`src/rtl/pipe_hazard_ctrl.sv`:
```
// pipe_hazard_ctrl: Y86 pipeline stall/bubble control with multi-cycle load-use, ret penalty, sticky halt and hazard counters
module pipe_hazard_ctrl #(
    parameter int REG_W     = 4,
    parameter int MEM_LAT   = 1,
    parameter int RET_STALL = 3,
    parameter int CNT_W     = 16
) (
    input  logic             clk_i,
    input  logic             rst_n_i,
    input  logic [3:0]       D_icode_i,
    input  logic [REG_W-1:0] d_srcA_i,
    input  logic [REG_W-1:0] d_srcB_i,
    input  logic [3:0]       E_icode_i,
    input  logic [REG_W-1:0] E_dstM_i,
    input  logic             e_Cnd_i,
    input  logic [3:0]       M_icode_i,
    input  logic [2:0]       m_stat_i,
    input  logic [2:0]       W_stat_i,
    output logic             F_stall_o,
    output logic             D_stall_o,
    output logic             D_bubble_o,
    output logic             E_bubble_o,
    output logic             M_bubble_o,
    output logic             W_stall_o,
    output logic             set_cc_o,
    output logic             halted_o,
    output logic [2:0]       exc_stat_o,
    output logic [CNT_W-1:0] lu_cnt_o,
    output logic [CNT_W-1:0] mispred_cnt_o,
    output logic [CNT_W-1:0] ret_cnt_o
);
    localparam logic [3:0] IMRMOVQ = 4'h5, IOPQ = 4'h6, IJXX = 4'h7, IRET = 4'h9, IPOPQ = 4'hB;
    localparam logic [2:0] SAOK = 3'd1, SADR = 3'd2, SINS = 3'd3, SHLT = 3'd4;
    localparam logic [REG_W-1:0] RNONE = '1;
    localparam int WMAX = MEM_LAT > RET_STALL ? MEM_LAT : RET_STALL;
    localparam int WC_W = $clog2(WMAX + 1);

    typedef enum logic [1:0] {RUN, LU_WAIT, RET_WAIT, HALT} state_t;

    state_t          state, state_nxt;
    logic [WC_W-1:0] wcnt, wcnt_nxt;
    logic            mis, lu, is_ret, m_exc, w_exc;
    logic            lu_inc, mis_inc, ret_inc;
    logic            unused_m;

    function automatic logic exc(input logic [2:0] s);
        return s == SADR || s == SINS || s == SHLT;
    endfunction

    // M_icode is part of the stage interface but no hazard here depends on it
    assign unused_m = ^M_icode_i;
    assign m_exc    = exc(m_stat_i);
    assign w_exc    = exc(W_stat_i);
    assign mis      = E_icode_i == IJXX && !e_Cnd_i;
    assign is_ret   = D_icode_i == IRET;
    assign lu       = (E_icode_i == IMRMOVQ || E_icode_i == IPOPQ) && E_dstM_i != RNONE &&
                      (E_dstM_i == d_srcA_i || E_dstM_i == d_srcB_i);
    assign halted_o = state == HALT;

    always_comb begin
        state_nxt  = state;
        wcnt_nxt   = wcnt;
        lu_inc     = 1'b0;
        mis_inc    = 1'b0;
        ret_inc    = 1'b0;
        F_stall_o  = 1'b0;
        D_stall_o  = 1'b0;
        D_bubble_o = 1'b0;
        E_bubble_o = 1'b0;
        M_bubble_o = m_exc || w_exc;
        W_stall_o  = w_exc;
        set_cc_o   = E_icode_i == IOPQ && !m_exc && !w_exc && state != HALT;
        case (state)
            RUN: begin
                if (w_exc) begin
                    state_nxt = HALT;
                end else if (mis) begin
                    D_bubble_o = 1'b1;
                    E_bubble_o = 1'b1;
                    mis_inc    = 1'b1;
                end else if (lu) begin
                    F_stall_o  = 1'b1;
                    D_stall_o  = 1'b1;
                    E_bubble_o = 1'b1;
                    lu_inc     = 1'b1;
                    if (MEM_LAT > 1) begin
                        state_nxt = LU_WAIT;
                        wcnt_nxt  = WC_W'(MEM_LAT - 2);
                    end
                end else if (is_ret) begin
                    F_stall_o  = 1'b1;
                    D_bubble_o = 1'b1;
                    ret_inc    = 1'b1;
                    if (RET_STALL > 1) begin
                        state_nxt = RET_WAIT;
                        wcnt_nxt  = WC_W'(RET_STALL - 2);
                    end
                end
            end
            LU_WAIT: begin
                F_stall_o  = 1'b1;
                D_stall_o  = 1'b1;
                E_bubble_o = 1'b1;
                state_nxt  = wcnt == '0 ? RUN : LU_WAIT;
                wcnt_nxt   = wcnt == '0 ? wcnt : wcnt - 1'b1;
            end
            RET_WAIT: begin
                F_stall_o  = 1'b1;
                D_bubble_o = 1'b1;
                E_bubble_o = mis;
                state_nxt  = wcnt == '0 ? RUN : RET_WAIT;
                wcnt_nxt   = wcnt == '0 ? wcnt : wcnt - 1'b1;
            end
            default: begin
                F_stall_o  = 1'b1;
                D_stall_o  = 1'b1;
                E_bubble_o = 1'b1;
                M_bubble_o = 1'b1;
                W_stall_o  = 1'b1;
            end
        endcase
        if (w_exc && state != HALT)
            state_nxt = HALT;
    end

    always_ff @(posedge clk_i or negedge rst_n_i) begin
        if (!rst_n_i) begin
            state         <= RUN;
            wcnt          <= '0;
            exc_stat_o    <= SAOK;
            lu_cnt_o      <= '0;
            mispred_cnt_o <= '0;
            ret_cnt_o     <= '0;
        end else begin
            state         <= state_nxt;
            wcnt          <= wcnt_nxt;
            exc_stat_o    <= (w_exc && state != HALT) ? W_stat_i : exc_stat_o;
            lu_cnt_o      <= lu_cnt_o + CNT_W'(lu_inc && !(&lu_cnt_o));
            mispred_cnt_o <= mispred_cnt_o + CNT_W'(mis_inc && !(&mispred_cnt_o));
            ret_cnt_o     <= ret_cnt_o + CNT_W'(ret_inc && !(&ret_cnt_o));
        end
    end
endmodule

```
`config.mk`:
```
export PLATFORM = sky130hd
export DESIGN_NAME = pipe_hazard_ctrl
export DESIGN_NICKNAME = d
export VERILOG_FILES = /design/src/rtl/pipe_hazard_ctrl.sv
export SDC_FILE = /design/constraint.sdc
export NUM_CORES = 1
export LEC_CHECK = 0
export CORE_ASPECT_RATIO = 0.8
export CORE_MARGIN = 2
export CORE_UTILIZATION = 50
export CTS_CLUSTER_DIAMETER = 200
export DETAILED_ROUTE_END_ITERATION = 16
export GPL_TIMING_DRIVEN = 0
export HOLD_SLACK_MARGIN = 0.15
export PLACE_DENSITY = 0.86
export SYNTH_ARGS = -nofsm -noshare
export SYNTH_HDL_FRONTEND = slang
export SYNTH_SLANG_ARGS = --single-unit
```
`constraint.sdc`:
```
create_clock -name clk_i -period 5.5 [get_ports clk_i]
set_input_delay 1.65 -clock clk_i [delete_from_list [all_inputs] [get_ports clk_i]]
set_output_delay 1.65 -clock clk_i [all_outputs]
set_load 0.05 [all_outputs]
```
==> results of run 1 <==
==> worst reg2reg max path, delay by kind of cell, from the launching register on <==
| kind | cells | cell delay (ns) |
|---|---|---|
| adders and majority gates | 2 | 0.38 |
| xor gates and xnor gates | 1 | 0.13 |
| and+or+nand+nor | 5 | 1.12 |
| buffers and inverters | 2 | 0.41 |
| DFF | 1 | 0.42 |
| AOI/OAI and AO/OA | 1 | 0.26 |
==> final cells by class <==
cell class,count,area (um^2)
buffer,3,18.77
tap,78,97.59
timing repair buffer,88,879.6
multi-input combinational,206,1424
clock inverter,2,38.79
inverter,6,22.52
sequential,55,1378
clock buffer,6,72.57
fill,436,1534
==> layout by cell type, fill, tap and decap left out, types with 4 or more instances in the layout <==
cell	instances
a21oi_1	4
and3_1	9
clkbuf_8	5
clkdlybuf4s50_1	81
dfrtp_1	54
dlygate4sd2_1	5
ha_1	13
inv_1	6
nand2_1	22
nand2b_1	5
nand3_1	20
nand4_1	14
nor2_1	21
nor3_1	8
o211ai_1	4
o21ai_0	6
xnor2_1	38
xor2_1	11
==> worst max-delay path by stage <==
stage                       startpoint          to  cells past startpoint
final                      W_stat_i[2]  M_bubble_o                      6
after global routing       W_stat_i[2]  M_bubble_o                      6
after global placement    E_icode_i[2]  E_bubble_o                      7
after detailed placement  E_icode_i[2]  E_bubble_o                      7
after CTS                  W_stat_i[2]  M_bubble_o                      6
after floorplan            W_stat_i[0]    set_cc_o                      5
==> synthesized netlist by cell type, types with 2 or more instances <==
library cell,instances
dfrtp_1,54
xnor2_1,38
nand2_1,22
nor2_1,21
nand3_1,20
nand4_1,14
ha_1,13
xor2_1,11
and3_1,9
nor3_1,9
inv_1,6
o21ai_0,6
a21oi_1,5
nand2b_1,5
o211ai_1,4
mux2i_1,3
nor2b_1,3
and4_1,2
clkbuf_1,2
==> cell families (layout without fill, tap and decap cells) <==
logic type      Yosys count  in the layout  synth area share [%]
simple gates            114            114                 20.84
xor+xnor                 49             49                 15.14
compound gates           26             26                 6.756
mux                       4              4                 1.457
buf+inv                   9            105                 1.457
flops                    55             55                 48.61
fa+ha+maj                13             13                 5.740
==> flip-flops by register name, indices dropped and copies added (netlist names) <==
name	flops
wcnt	2
lu_cnt_o	16
ret_cnt_o	16
mispred_cnt_o	16
exc_stat_o	3
state	2
==> where the power goes <==
| part | internal (W) | total (W) | leakage, nW | switching, W |
|---|---|---|---|---|
| clock network | 0.000138 | 0.000269 | 0.0558 | 0.000131 |
| registers | 0.000440 | 0.000467 | 0.750 | 0.0000272 |
| logic | 0.000185 | 0.000508 | 0.909 | 0.000323 |
==> metal layers <==
metal,global-route usage (%),vias up
met4,4.545,0
met1,26.36,1107
met3,3.802,4
met5,0,-
li1,-,1142
met2,32.50,70
==> repair_timing <==
action,4_1_cts,5_1_grt
buffers inserted,0,0
setup endpoints to repair,5,0
hold buffers,0,0
resized for setup,6,0
==> per-stage QoR <==
stage	setup slack [ns]	util, %
2_1_floorplan	0.2723	-
3_3_place_gp	-0.1992	69.67
3_5_place_dp	-0.2628	69.94
4_1_cts	0.1375	71.93
5_1_grt	0.04177	71.93
6_report	0.1333	71.93
==> impl_metrics.tcl, run 1 <==
set metrics [dict create \
    status "complete, no violations" \
    max_stage_delay_ns 0.71 \
    drt-total-wl_mm 6.020 \
    relSlewSlack_pct 57.68 \
    cp_top_family "buffers and inverters" \
    nets 411 \
    synth-seq-cells 55 \
    top_layer "met4" \
    cts_sinks 55 \
    synth_top_area_share_pct 47.68 \
    die_h_um 71.34 \
    async_flop_share_pct 100.0 \
    grt_pass1_wl_mm 9.791 \
    tns_ns 0 \
    cts_inserted_buffers 5 \
    worst_r2r_startpoint "state[0]" \
    vias 2323 \
    clk_latency_ns 0.31 \
    worstHoldStart "ret_cnt_o[13]" \
    irDropWorstVdd_mv 0.1835 \
    syn_area_um2 2834 \
    hold_depth 1 \
    ys_top_cells_by_area "dfrtp_1 (48%), xnor2_1 (12%), ha_1 (5.7%)" \
    place_area_um2 3822 \
    crit_path_end_kind "output port" \
    synth_edf_count 0 \
    rr_endpoint "lu_cnt_o[12]" \
    rsz0062_at_grt "no" \
    cts-root-buf "clkbuf_8" \
    viasPerCell 5.232 \
    seq_area_frac_synth_pct 48.61 \
    gp_congestion 0.8278 \
    clk_pin_slew_ns 0.10 \
    synthFlopType "dfrtp_1" \
    synthCells 270 \
    synth_cell_types 42 \
    final_cell_area_um2 3931 \
    max_cap_viol_count 0 \
    first_iter_violations 86 \
    worst-setup-path-type "in -> out" \
    remaining_drc_errors 0 \
    drive_above_1_share_pct 4.918 \
    leakage_nw 1.714 \
    die-area_um2 6290 \
    critical_path_arrival_ns 3.72 \
    dp.cells 436 \
    dr_wl_met2_mm 2.857 \
    portBuffers 87 \
    period_minus_slack_ns 5.367 \
    dp_hpwl_mm 4.756 \
    cts_tree "done" \
    holdPathEnd "ret_cnt_o[13]" \
    antenna_cells 0 \
    syn2layout_area_growth_pct 38.72 \
    start_util_pct 51.85 \
    crit_required_ns 3.85 \
    fin_crit_sh_pct 97.58 \
    ys_warn_count 0 \
    drt_first_pass_iters 4 \
    path_cells "clkdlybuf4s50_1, nand2b_1, o21a_1, nand2b_1, a211o_1, clkdlybuf4s50_1" \
    final_cell_count_no_fill 444 \
    grt_pass1_vias 2243 \
    setup_viol 0 \
    die_w_um 88.17 \
    grtUsageTotal_pct 19.45 \
    fin_skew_ns 0.008732 \
    wl_met3_um 293 \
    synth_largest_area_cell "dfrtp_1" \
    antenna_found_initial 0 \
    cts.htree.levels 2 \
    slowest_stage "clkdlybuf4s50_1" \
    p_per_area_nw_per_um2 316.3 \
    reg2reg_depth 11 \
    core_area_um2 5465 \
    hold_viol 0 \
    crit_path_max_fanout 8 \
    fmax_mhz 186.3 \
    fin_worst_hold_slack_ns 0.4891 \
    drt-met1-wl_mm 2.836 \
    syn_avg_cell_area_um2 10.50 \
    holdCritPathClass "reg -> reg" \
    fp-row-count 24 \
    crit_buf_inv 2 \
    synth_nets 316 \
    clk_path_buf_depth 2 \
    ant_nets 0 \
    grt-ovfl-total 0 \
    power_w 0.001243 \
    tightest_slew_ns 0.6348 \
    reg2reg_slack_ns 2.66 \
    drv_slew 0 \
    post_drt_wl_per_cell_um 13.56 \
    grt_max_degree 29 \
    io_pins 92 \
    startpoint_type "input pin" \
]
(Power assumes the default switching activity.)
==> run 2, diff against run 1 <==
RECOVER_POWER = 100   (was not set)
SKIP_CTS_REPAIR_TIMING = 1   (was not set)
==> impl_metrics.tcl, run 2 (synthesis results as in run 1) <==
set metrics [dict create \
    status "finished, violations left" \
    violations "max-capacitance violations, max-slew violations" \
    fin_worst_hold_slack_ns 0.4842 \
    dp_hpwl_mm 4.756 \
    holdCritPathClass "reg -> reg" \
    cts_sinks 55 \
    clk_latency_ns 0.31 \
    drt_first_pass_iters 6 \
    fmax_mhz 186.6 \
    nets 411 \
    clk_pin_slew_ns 0.10 \
    drive_above_1_share_pct 3.825 \
    antenna_found_initial 0 \
    remaining_drc_errors 0 \
    cts.htree.levels 2 \
    worst-setup-path-type "in -> out" \
    layout_common_cells "dfrtp_1 (54), dlygate4sd3_1 (54), xnor2_1 (38)" \
    die_h_um 71.34 \
    tns_ns 0 \
    grtUsageTotal_pct 19.47 \
    cts_tree "done" \
    vias 2332 \
    die-area_um2 6290 \
    leakage_nw 1.854 \
    relSlewSlack_pct -1.699 \
    grt_pass1_vias 2245 \
    io_pins 92 \
    largestRegisters "lu_cnt_o x16, mispred_cnt_o x16, ret_cnt_o x16" \
    portBuffers 87 \
    setup_viol 0 \
    period_minus_slack_ns 5.358 \
    gp_congestion 0.8278 \
    ant_nets 0 \
    drt-total-wl_mm 6.034 \
    irDropWorstVdd_mv 0.1794 \
    fin_skew_ns 0.009105 \
    first_iter_violations 76 \
    final_util_pct 71.02 \
    grt_max_degree 29 \
    crit_path_max_fanout 8 \
    grt_pass1_wl_mm 9.804 \
    die_w_um 88.17 \
    rsz0062_at_grt "no" \
    cts-root-buf "clkbuf_8" \
    post_drt_wl_per_cell_um 13.59 \
    core_area_um2 5465 \
    startpoint_type "input pin" \
    critical_path_arrival_ns 3.71 \
    fin_crit_sh_pct 97.43 \
    grt-ovfl-total 0 \
    tightest_slew_ns 1.525 \
    max_cap_viol_count 1 \
    p_per_area_nw_per_um2 315.0 \
    antenna_cells 0 \
    syn2layout_area_growth_pct 36.95 \
    drv_slew 29 \
    crit_required_ns 3.85 \
    viasPerCell 5.252 \
    start_util_pct 51.85 \
    hold_viol 0 \
    cts_inserted_buffers 5 \
    clk_path_buf_depth 2 \
    fp-row-count 24 \
    crit_path_end_kind "output port" \
]
==> run 2: cell count changes in the layout (fill, tap and decap cells not counted), sizes merged <==
cell           delta
clkdlybuf4s50    -54
dlygate4sd3      +54
clkbuf            +7
dlygate4sd2       -5
buf               -2
==> run 2: final timing paths <==
path | cells past startpoint | slack [ns] | to | startpoint
min | 1 | 0.48 | ret_cnt_o[13] | ret_cnt_o[13]
max in group asynchronous | 2 | 1.78 | exc_stat_o[1] | rst_n_i
min in group asynchronous | 1 | 1.65 | ret_cnt_o[8] | rst_n_i
max | 6 | 0.14 | M_bubble_o | W_stat_i[2]
min reg2reg | 1 | 0.48 | ret_cnt_o[13] | ret_cnt_o[13]
max reg2reg | 11 | 2.67 | lu_cnt_o[12] | state[0]
==> run 2: per-layer routing <==
layer / part of all wire [%] / up-vias / wire length (um) / GRT usage, %
li1: - / 1145 / - / -
met1: 47 / 1105 / 2851 / 26.43
met2: 47 / 75 / 2827 / 32.50
met3: 5.0 / 7 / 301 / 3.802
met4: 0.89 / 0 / 54 / 4.545
met5: 0 / - / 0 / 0
==> run 2: through the flow <==
stage	worst slack (ns)	area (um^2)	total power, W	cells
2_1_floorplan	0.2723	2839	0.0008295	270
3_3_place_gp	-0.1992	3807	0.0009836	435
3_5_place_dp	-0.2628	3822	0.0009980	436
4_1_cts	-0.2714	3934	0.001266	444
5_1_grt	0.03921	3881	0.001280	444
6_report	0.1415	3881	0.001222	444
==> run 2: report_power, final <==
part	switching (W)	leakage, nW	internal [W]
Sequential	0.0000263	0.750	0.000440
Clock	0.000132	0.0558	0.000138
Combinational	0.000324	1.05	0.000163
==> run 2: critical path, cell delays in order <==
cell	delay [ns]
clkdlybuf4s50_1	0.52
nand2b_1	0.15
o21a_1	0.28
nand2b_1	0.13
a211o_1	0.27
clkdlybuf4s50_1	0.71
==> run 2: area by class of cell <==
cell class | count | area [um^2]
well taps | 78 | 97.59
multi-input cells | 206 | 1416
inverters | 6 | 22.52
clock inverters | 2 | 38.79
repair buffers | 88 | 837.1
flip-flops and latches | 55 | 1378
fillers | 446 | 1584
plain buffers | 3 | 18.77
clock buffers | 6 | 72.57
==> edit: new RTL, config.mk and constraints of run 2 <==
The 4 states of `state_t` get a one-hot encoding in 4 bits.
--- a/src/rtl/pipe_hazard_ctrl.sv
+++ b/src/rtl/pipe_hazard_ctrl.sv
@@ -37,3 +37,3 @@
 
-    typedef enum logic [1:0] {RUN, LU_WAIT, RET_WAIT, HALT} state_t;
+    typedef enum logic [3:0] {RUN = 4'b0001, LU_WAIT = 4'b0010, RET_WAIT = 4'b0100, HALT = 4'b1000} state_t;
 
Function: same outputs for any inputs over 10 cycles, from zero or initial values and one cycle with rst_n_i low; not proved beyond that.
==> edit against run 2 <==
The flow still finishes with violations (max-capacitance violations, max-slew violations). Worst setup slack worse by 0.032 ns. Cell area up 6.6%. Global-route usage up 2.7 points. Synthesized cell count up 1.9%. Area after synthesis up 4.7%. Worst hold slack better by 0.0041 ns. Register-to-register slack worse by 0.04 ns. Wire length up 17%. Clock skew up 0.0045 ns. Core utilization up 0.080 points. Sequential cell count up 2.
Power is not compared: it rests on default switching activity, and its combinational part moved more than twofold at a synthesized area within 25%.
==> edit: results (changes against run 2) <==
- The global-route wire length before repair is 11.57 mm (was 9.804 mm).
- Commonest cells post-synth: dfrtp_1, xnor2_1, nand2_1 (unchanged).
- The final RePlAce weighted congestion came to 0.8000 (was 0.8278).
- The number of H-tree levels is 3 (was 2).
- The capturing instance or port of the critical path is W_stall_o (was M_bubble_o).
- The clock tree skew after final layout is 0.01358 ns (was 0.009105 ns).
- The maximum number of pins on one net before global-route repair is 33 (was 29).
- Largest cells by area after synthesis: dfrtp_1, xnor2_1, xor2_1 (was dfrtp_1, xnor2_1, ha_1).
- In this run the static leakage power is 1.923 nW.
- The endpoint of the worst hold path is ret_cnt_o[14] (was ret_cnt_o[13]).
- The worst-case register-to-register setup slack is 2.63 ns (was 2.67 ns).
- The share of post-route cells with drive strength above 1 is 9.259% (was 3.825%).
- The adder-cell share of the synthesized area was 3.373% (was 5.740%).
- The mean routed wirelength per cell is 15.35 µm (was 13.59 µm).
- The number of buffers created by CTS is 9 (was 5).
- The worst slew margin relative to its limit is -12.74% (was -1.699%).
- The iteration count of the initial detailed-routing pass is 4 (was 6).
- The depth of the worst register-to-register path is 9 (was 11).
- The via count of the first global-routing pass is 2423 (was 2245).
- The sequential-to-total area share from yosys stat is 48.15% (was 48.61%).
- Violations in the final reports: max-capacitance violations, max-slew violations (unchanged).
- The count of buffers from port buffering is 87 (unchanged).
- The top fanout value on the critical path is 5 (was 8).
- The hold path startpoint is ret_cnt_o[14] (was ret_cnt_o[13]).
- The overall via count from detail_route is 2450 (was 2332).
- The clock transition at the registers of the reported paths came to 0.06 ns (was 0.10 ns).
- The count of max-cap constraint violations was 1 (unchanged).
- The xor/xnor cell area share of the yosys netlist was 15.64% (was 15.14%).
- The multiplexer fraction of the synthesized cell area is 0.7167% (was 1.457%).
- The global routing usage summed across all routing layers came to 22.17% (was 19.47%).
- The worst min-delay path category is reg2reg (unchanged).
- The detailed router's first-iteration violation count is 75 (was 76).
- The number of nets at the end of the flow came to 415 (was 411).
- The placed wire-length estimate after detailed placement was 5.229 mm (was 4.756 mm).
- The clock latency at the later pin of the worst-skew pair came to 0.33 ns (was 0.31 ns).
- The number of distinct standard cells referenced by the synthesized netlist is 51 (was 42).
- The endpoint of the most critical register-to-register path is ret_cnt_o[12] (was lu_cnt_o[12]).
- The total count of max-transition violations in the final report is 33 (was 29).
- Status: finished, violations left (unchanged).
[edit: metrics by stage]
| stage | total power, mW | cell area (µm²) | hold WS, ns | setup WS [ns] | std cells |
|---|---|---|---|---|---|
| global route | 0.9820 | 4136 | 0.5061 | 0.03566 | 459 |
| finish | 0.9496 | 4136 | 0.4883 | 0.1098 | 459 |
| floorplan | 0.4694 | 2968 | 0.5496 | 0.3115 | 275 |
| CTS | 0.9567 | 4183 | 0.4955 | -0.3688 | 459 |
| detailed placement | 0.5107 | 3955 | 0.4839 | -0.3429 | 444 |
| global placement | 0.5069 | 3940 | 0.4751 | -0.2194 | 443 |
[edit: critical path, stage by stage]
cell and delay [ns]:
clkdlybuf4s50_1 0.52, or3b_1 0.41, nand2_1 0.14, nor2_1 0.08
o211ai_1 0.10, clkdlybuf4s50_1 0.83
[edit: layer usage]
layer | wire length [µm] | GRT usage, % | vias up
met1 | 3117 | 28.49 | 1197
met5 | 0 | 0 | -
met3 | 331 | 6.405 | 10
met2 | 3538 | 37.18 | 61
met4 | 59 | 6.496 | 0
li1 | - | - | 1182
[edit: logic make-up after synthesis]
| kind of cell | after synthesis |
|---|---|
| AOI/OAI and AO/OA | 31 |
| xor gates and xnor gates | 53 |
| adders and majority gates | 8 |
| buffers and inverters | 14 |
| DFF | 57 |
| muxes | 2 |
| and+or+nand+nor | 110 |
[edit: area by class of cell]
cell class / count / area share (%)
Inverter: 8 / 0.7260
Sequential cell: 57 / 34.54
Buffer: 6 / 1.028
Tap cell: 81 / 2.450
Clock inverter: 4 / 1.845
Multi-Input combinational cell: 204 / 35.45
Timing Repair Buffer: 88 / 20.30
Clock buffer: 11 / 3.660
[edit: power by group]
part	switching, mW	internal [mW]
sequential	0.00362	0.425
combinational	0.0363	0.0355
clock	0.171	0.278
